===== src/rtl/score_event_sequencer_pkg.sv =====
// Shared definitions for the score event sequencer: FSM encoding and
// game constants that the score display also depends on.
package score_event_sequencer_pkg;

   typedef enum logic [1:0] {
      IDLE   = 2'd0,
      DEC_HI = 2'd1,
      INC_HI = 2'd2,
      GAP    = 2'd3
   } seq_state_t;

   localparam int START_LIVES_DEFAULT = 3;
   localparam int MAX_DIGIT           = 9;

endpackage


===== src/rtl/score_event_sequencer_strobe_pacer.sv =====
// Phase timer for the strobe sequencer: a start pulse begins a phase and
// done is high in its last cycle (len cycles after the start edge).
module score_event_sequencer_strobe_pacer (
   input  logic       clk,
   input  logic       reset,
   input  logic       start,
   input  logic [3:0] len,
   output logic       done
);

   logic [3:0] cnt_reg;

   // The start edge itself opens the first cycle of the phase, hence load 1.
   always_ff @(posedge clk) begin
      if (reset) begin
         cnt_reg <= 4'd0;
      end else if (start) begin
         cnt_reg <= 4'd1;
      end else if (cnt_reg != 4'hF) begin
         cnt_reg <= cnt_reg + 4'd1;
      end
   end

   assign done = (cnt_reg == len);

endmodule


===== src/rtl/score_event_sequencer.sv =====
// Converts game-logic requests into paced incscore/declives strobes for
// player_stats and keeps a lives shadow to flag game over locally.
module score_event_sequencer
   import score_event_sequencer_pkg::*;
#(
   parameter int START_LIVES = START_LIVES_DEFAULT,
   parameter int HIGH_CYCLES = 1,
   parameter int GAP_CYCLES  = 4,
   parameter int PEND_W      = 8
) (
   input  logic              clk,
   input  logic              reset,
   input  logic              add_pts_valid,
   input  logic [3:0]        add_pts,
   input  logic              lose_life,
   output logic              incscore,
   output logic              declives,
   output logic [3:0]        lives_shadow,
   output logic [PEND_W-1:0] pending_pts,
   output logic              busy,
   output logic              game_over
);

   localparam int PW1 = PEND_W + 1;

   seq_state_t        state_reg, state_next;
   logic [PEND_W-1:0] pend_pts_reg, pend_pts_next;
   logic [1:0]        pend_life_reg, pend_life_next;
   logic [3:0]        lives_reg, lives_next;
   logic              inc_reg, dec_reg;

   logic              pacer_start, pacer_done;
   logic [3:0]        pacer_len;
   logic              consume_inc, consume_dec, accept_life;
   logic [PW1-1:0]    pts_sum;

   assign pacer_len = (state_reg == GAP) ? 4'(GAP_CYCLES) : 4'(HIGH_CYCLES);

   score_event_sequencer_strobe_pacer u_pacer (
      .clk   (clk),
      .reset (reset),
      .start (pacer_start),
      .len   (pacer_len),
      .done  (pacer_done)
   );

   always_comb begin
      state_next = state_reg;
      case (state_reg)
         IDLE: begin
            if (pend_life_reg != 2'd0) begin
               state_next = DEC_HI;
            end else if (pend_pts_reg != '0) begin
               state_next = INC_HI;
            end
         end
         DEC_HI, INC_HI: begin
            if (pacer_done) begin
               state_next = GAP;
            end
         end
         GAP: begin
            if (pacer_done) begin
               state_next = IDLE;
            end
         end
         default: state_next = IDLE;
      endcase
   end

   assign pacer_start = (state_next != state_reg) && (state_next != IDLE);
   assign consume_inc = (state_reg == IDLE) && (state_next == INC_HI);
   assign consume_dec = (state_reg == IDLE) && (state_next == DEC_HI);

   // Pending lives may never exceed the lives that remain to be taken.
   assign accept_life = lose_life && !game_over &&
                        ({2'b00, pend_life_reg} < lives_reg) &&
                        (pend_life_reg != 2'd3);

   // Net update first, saturation last, so a strobe and a request in the
   // same cycle never lose a point.
   always_comb begin
      pts_sum = {1'b0, pend_pts_reg} - PW1'(consume_inc)
                + PW1'(add_pts_valid ? add_pts : 4'd0);
      pend_pts_next = pts_sum[PEND_W] ? {PEND_W{1'b1}} : pts_sum[PEND_W-1:0];
   end

   assign pend_life_next = pend_life_reg - 2'(consume_dec) + 2'(accept_life);
   assign lives_next     = lives_reg - 4'(consume_dec);

   always_ff @(posedge clk) begin
      if (reset) begin
         state_reg     <= IDLE;
         pend_pts_reg  <= '0;
         pend_life_reg <= 2'd0;
         lives_reg     <= 4'(START_LIVES);
         inc_reg       <= 1'b0;
         dec_reg       <= 1'b0;
      end else begin
         state_reg     <= state_next;
         pend_pts_reg  <= pend_pts_next;
         pend_life_reg <= pend_life_next;
         lives_reg     <= lives_next;
         inc_reg       <= (state_next == INC_HI);
         dec_reg       <= (state_next == DEC_HI);
      end
   end

   assign incscore     = inc_reg;
   assign declives     = dec_reg;
   assign lives_shadow = lives_reg;
   assign pending_pts  = pend_pts_reg;
   assign game_over    = (lives_reg == 4'd0);
   assign busy         = (state_reg != IDLE) || (pend_pts_reg != '0) ||
                         (pend_life_reg != 2'd0);

endmodule


===== config.mk =====
export PLATFORM = sky130hd
export DESIGN_NAME = score_event_sequencer
export DESIGN_NICKNAME = d
export VERILOG_FILES = /design/src/rtl/score_event_sequencer_pkg.sv /design/src/rtl/score_event_sequencer_strobe_pacer.sv /design/src/rtl/score_event_sequencer.sv
export SDC_FILE = /design/constraint.sdc
export NUM_CORES = 1
export LEC_CHECK = 0
export CAP_MARGIN = 15
export CELL_PAD_IN_SITES_DETAIL_PLACEMENT = 1
export CELL_PAD_IN_SITES_GLOBAL_PLACEMENT = 2
export CORE_MARGIN = 2
export CORE_UTILIZATION = 25
export DETAILED_ROUTE_END_ITERATION = 10
export GPL_ROUTABILITY_DRIVEN = 0
export PLACE_DENSITY_LB_ADDON = 0.05
export SYNTH_ARGS = -nofsm -noshare
export SYNTH_HDL_FRONTEND = slang
export SYNTH_SLANG_ARGS = --single-unit
export TNS_END_PERCENT = 100

===== constraint.sdc =====
create_clock -name clk -period 3.4 [get_ports clk]
set_clock_uncertainty 0.05 [all_clocks]
set_input_delay 0.51 -clock clk [delete_from_list [all_inputs] [get_ports clk]]
set_output_delay 0.51 -clock clk [all_outputs]
set_load 0.05 [all_outputs]

After elaboration in Yosys (flattened, before gate mapping)
Index checks and enable logic that the tools add are counted.
- register bits: 22
- input port bits: 8
- $add $sub $neg: 6
- order comparisons: 1
- equality and inequality tests: 9
- multiplexer cells: 10
- reduce and logical (&&, ||, !) cells: 18
- operators with widths (kind ; number):
    adder 9 x 4 -> 9 bit ; 1
    subtractor 8 x 1 -> 9 bit ; 1
    two-way mux 2 bit ; 4
    two-way mux 8 bit ; 1
    nonzero test 2 bit ; 4
    nonzero test 8 bit ; 1
    equality test 2 bit, second input constant ; 3
    logical AND 1 bit ; 6
    one-hot mux 2 bit (3 select lines) ; 1
    adder 4 x 1 -> 4 bit, second input constant ; 1
    equality test 2 x 1 -> 1 bit, second input constant ; 2
    equality test 4 x 3 -> 1 bit ; 1
    zero test 4 bit ; 1
    less-than comparator 2 x 4 -> 1 bit ; 1
    two-way mux 4 bit ; 1
    != test 4 bit, second input constant ; 1
    OR reduction 2 bit ; 2
    subtractor 4 x 1 -> 4 bit ; 1
    two-way mux 3 bit ; 1
    adder 2 x 1 -> 2 bit ; 1
    zero test 2 bit ; 1
    logical OR 1 bit ; 2
    two-way mux 1 bit ; 2
    != test 2 bit ; 1
    other kinds (3) ; 3

Logic depth before layout (Yosys ltp)
- depth after elaboration: 10
- depth in mapped cells: 18

Hierarchy
Synthesis repeated with hierarchy kept, for this count alone.
- cells, all modules: 184
- area total of the unflattened synthesis: 1572.8 um2
- by module, submodules not included (module ; instances ; cells each ; area an instance (um2) ; sequential area each (um2)):
    score_event_sequencer ; 1 ; 161 ; 1357.6 ; 360.3
    score_event_sequencer_strobe_pacer ; 1 ; 23 ; 215.2 ; 80.1

Least setup slack after synthesis
Ideal clock, no wire load.
- kind: register to register
- start: register pend_pts_reg[4], in the netlist pending_pts[4]
- end: register pend_pts_reg[0], in the netlist pending_pts[0]
- library setup time: 75 ps
- arrival time: 3543 ps
- required time: 3275 ps
- setup slack: -268 ps
- cell stages (with the launch flop): 18
- buffers on the path: 0
- clock period less this slack: 3668 ps
- path through: dfxtp_1 > inv_1 > ha_1 > or4b_1 > o21ai_0 > nand2_1 > o21ai_0 > nor2_1 > ha_1 > inv_1 > ha_1 > inv_1 > fa_1 > nand2b_1 > a21oi_1 > or3_1 > nand3_1 > a31oi_1
- cells in the longest elaborated chain, start to end: 9
- RTL lines (item ; RTL line ; text):
    start: declaration ; score_event_sequencer.sv:27 ; logic [PEND_W-1:0] pend_pts_reg, pend_pts_next;
    start signal: assignment ; score_event_sequencer.sv:101 ; pend_pts_reg <= pend_pts_next;
    nonzero test 8 bit ; score_event_sequencer.sv:53 ; end else if (pend_pts_reg != '0) begin
    two-way mux 2 bit ; score_event_sequencer.sv:53 ;
    two-way mux 2 bit ; score_event_sequencer.sv:51 ; if (pend_life_reg != 2'd0) begin
    one-hot mux 2 bit (3 select lines) ; score_event_sequencer.sv:49 ; case (state_reg)
    equality test 2 bit ; score_event_sequencer.sv:72 ; assign consume_inc = (state_reg == IDLE) && (state_next == INC_HI);
    logical AND 1 bit ; score_event_sequencer.sv:72 ;
    subtractor 8 x 1 -> 9 bit (*) ; score_event_sequencer.sv:83 ; pts_sum = {1'b0, pend_pts_reg} - PW1'(consume_inc)
    adder 9 x 4 -> 9 bit (*) ; score_event_sequencer.sv:84 ; + PW1'(add_pts_valid ? add_pts : 4'd0);
    two-way mux 8 bit (*) ; score_event_sequencer.sv:85 ; pend_pts_next = pts_sum[PEND_W] ? {PEND_W{1'b1}} : pts_sum[PEND_W-1:0];
Mark *: on every way between the ends. The rest lies on a longest branch, timed or not.
A chain may end at the register's enable or synchronous reset.

Worst setup path after layout
- start: register pend_pts_reg[4], in the netlist pending_pts[4]
- end: register pend_pts_reg[4], in the netlist pending_pts[4]
Same word-level chain as after synthesis.

==> reports/metrics.csv <==
stage;metric;value;unit
setup_path;crit start category;register;
timing;Slew @ Worst Pin;0.670;ns
floorplan;full die area;0.00692;mm^2
logic_synthesis;xor and xnor area share after synthesis;5.59;%
timing;final setup vio count;0;
run;Max-Cap Viols;0;
timing;RSZ-0062 raised after global routing;true;
clock_tree;CTS sink cnt;22;
setup_path;Worst Setup End Kind;register;
logic_synthesis;largest family of logic cells by synthesized area;simple AND/OR/NAND/NOR gates;
logic_synthesis;Syn Area/Cell;8.47;um^2
logic_synthesis;post-synthesis sequential area ratio;28.1;%
finish;most frequent cells in the layout;clkdlybuf4s50_1 (23), buf_4 (23), ha_1 (20);
logic_synthesis;Post-Synth Adder-Cell Area;19.6;%
finish;max FFs per register;8;
clock_tree;# H-tree levels;1;
floorplan;CORE AREA;0.00599;mm^2
setup_path;crit-path max FO;7;
logic_synthesis;Top FF cell, synth;dfxtp_1;
finish;n_diodes;0;
drt;number of routed nets with antenna violations;0;
logic_synthesis;FF+latch count, synth;22;
timing;Hold Vio Cnt, Final;0;
finish;final net count;266;
grt;initial antenna violation count;0;
clock_tree;CTS root buffer;clkbuf_8;
worst_hold_path;hold crit path type;reg -> reg;
timing;Pins Over Slew Limit;0;
clock_tree;Skew-Pair Late Insertion Delay;0.26;ns
logic_synthesis;Async S/R FF share, synth;0;%
floorplan;chip width;83.2;um
logic_synthesis;synth warn;0;
setup_path;Slowest-stage cell, CP;or4b_4;
floorplan;chip height;83.2;um
clock_tree;Clock transition at path regs;0.07;ns
clock_tree;clock tree from TritonCTS;yes;
setup_path;peak per-stage delay on the critical path;0.46;ns
timing;Final Cycle Share;99.4;%
grt;grt total ovfl;0;
timing;Max-slew headroom;55.2;%
placed_design;IO Port Bufs;23;
placed_design;Placed Area;0.00207;mm^2
grt;All-Layer GR Usage;12.6;%
drt;DR pass1 iterations;4;
drt;Via Count;1475;
finish;post-route cell area;0.00223;mm^2
setup_path;CP Data Required Time;3.52;ns
drt;Routed WL;4270;um
status;status;finished, final reports clean;
drt;post-route DRC violation count;0;
finish;ratio of cells with drive above 1 in the final layout;26.2;%
logic_synthesis;mux cell area share after synthesis;2.00;%
setup_path;CP bufs+invs;3;
setup_path;critical-path cell list;inv_4 -> ha_4 -> or4b_4 -> o21a_1 -> o211a_4 -> nand2_2 -> nor2_1 -> ha_1 -> inv_2 -> ha_4 -> inv_2 -> fa_2 -> nand2b_4 -> a21oi_2 -> or3_4 -> a21o_4 -> a31oi_1;
clock_tree;hold_buf cts;0;
floorplan;Top-Level Pins;24;
finish;synth-to-layout area growth;42.7;%
setup_path;Crit path max-delay family;simple AND/OR/NAND/NOR gates;
clock_tree;cts bufs inserted;3;
clock_tree;clock buffer depth;2;
placed_design;Final HPWL DP;3460;um
logic_synthesis;Yosys cell types;39;
logic_synthesis;number of flops mapped to enable cells by yosys;0;
logic_synthesis;Syn Inst Count;185;
logic_synthesis;Syn Nets;217;
drt;vias per cell;4.79;
logic_synthesis;Post-Syn Area;0.00157;mm^2
grt;largest net degree at the start of global routing;20;
grt;vias in the first global route;1562;
drt;Avg WL per Cell;13.9;um
setup_path;worst path arrival time;3.50;ns
grt;wire length of the first global-routing pass;7200;um
placed_design;worst slack, placed;-0.178;ns
setup_path;critical path type;reg -> reg;
timing;final setup margin;0.0215;ns
logic_synthesis;complex-gate fraction of the synthesized area;16.3;%
floorplan;Row Count;28;
timing;max frequency;296;MHz
drt;DRT iter0 DRCs;44;
timing;Setup TNS;0;ns
logic_synthesis;Synth Area in Simple Gates;21.3;%
timing;Final min period;3.38;ns
floorplan;initial core utilization;26.1;%
-- final timing paths --
kind / cells past startpoint / slack [ns] / from / to
max: 17 / 0.02 / pending_pts[4] / pending_pts[4]
max reg2reg: 17 / 0.02 / pending_pts[4] / pending_pts[4]
min: 2 / 0.55 / lives_shadow[2] / lives_shadow[2]
min reg2reg: 2 / 0.55 / lives_shadow[2] / lives_shadow[2]
-- kinds of logic (layout without fill, tap and decap cells) --
group	after synthesis	in the layout
xor+xnor	10	10
flops	22	22
simple gates	62	62
fa+ha+maj	24	24
compound gates	36	36
mux	3	3
buf+inv	28	76
-- metal layers --
| metal | part of all wire, % | track usage (%) | wire (um) | vias up |
|---|---|---|---|---|
| li1 | - | - | - | 738 |
| met1 | 41 | 14.0 | 1730 | 717 |
| met2 | 56 | 24.9 | 2410 | 16 |
| met3 | 2.2 | 2.29 | 95 | 4 |
| met4 | 0.73 | 2.24 | 31 | 0 |
| met5 | 0 | 0 | 0 | - |
-- timing repair --
action | 4_1_cts | 5_1_grt
pin swaps | 14 | 6
cloned | 0 | 0
gates resized for setup | 15 | 6
buffers inserted | 3 | 2
endpoints found under the setup margin | 8 | 8
-- Yosys cell counts (all sizes together) (2+ instances only) --
cell type / instances / area (um^2)
nor2: 12 / 45.0
mux2i: 2 / 20.0
nand2b: 5 / 31.3
nand3b: 3 / 22.5
a21oi: 8 / 43.8
or4b: 2 / 23.8
clkbuf: 2 / 8.75
ha: 23 / 288
nor3b: 2 / 15.0
nand2: 15 / 56.3
xnor2: 3 / 26.3
nor4: 4 / 25.0
nand3: 5 / 25.0
a21o: 4 / 30.0
a31oi: 9 / 56.3
dfxtp: 22 / 440
o211ai: 2 / 15.0
inv: 25 / 93.8
or3: 4 / 26.3
nor3: 5 / 25.0
xor2: 7 / 61.3
o21ai: 7 / 35.0
and3b: 2 / 20.0
-- worst min-delay path: stages, from the launching register on --
cell     delay, ns
dfxtp_1       0.36
xnor2_1       0.17
nor2_1        0.04
-- through the flow --
step / hold WS [ns] / std cells / utilization (%)
after global routing: 0.597 / 308 / 37.3
after CTS: 0.562 / 306 / 36.6
after detailed placement: 0.540 / 299 / 34.6
after global placement: 0.522 / 299 / 34.6
after floorplan: 0.489 / 185 / -
final: 0.553 / 308 / 37.3
-- layout make-up --
type	count	area, um^2
clock buffers	4	45.0
fillers	702	3760
inverters	25	98.8
multi-input cells	135	1120
flip-flops and latches	22	455
well taps	75	93.8
repair buffers	47	423
Power is not shown: default switching activity piles up to over one toggle a cycle in this logic, so the estimate is an artifact.
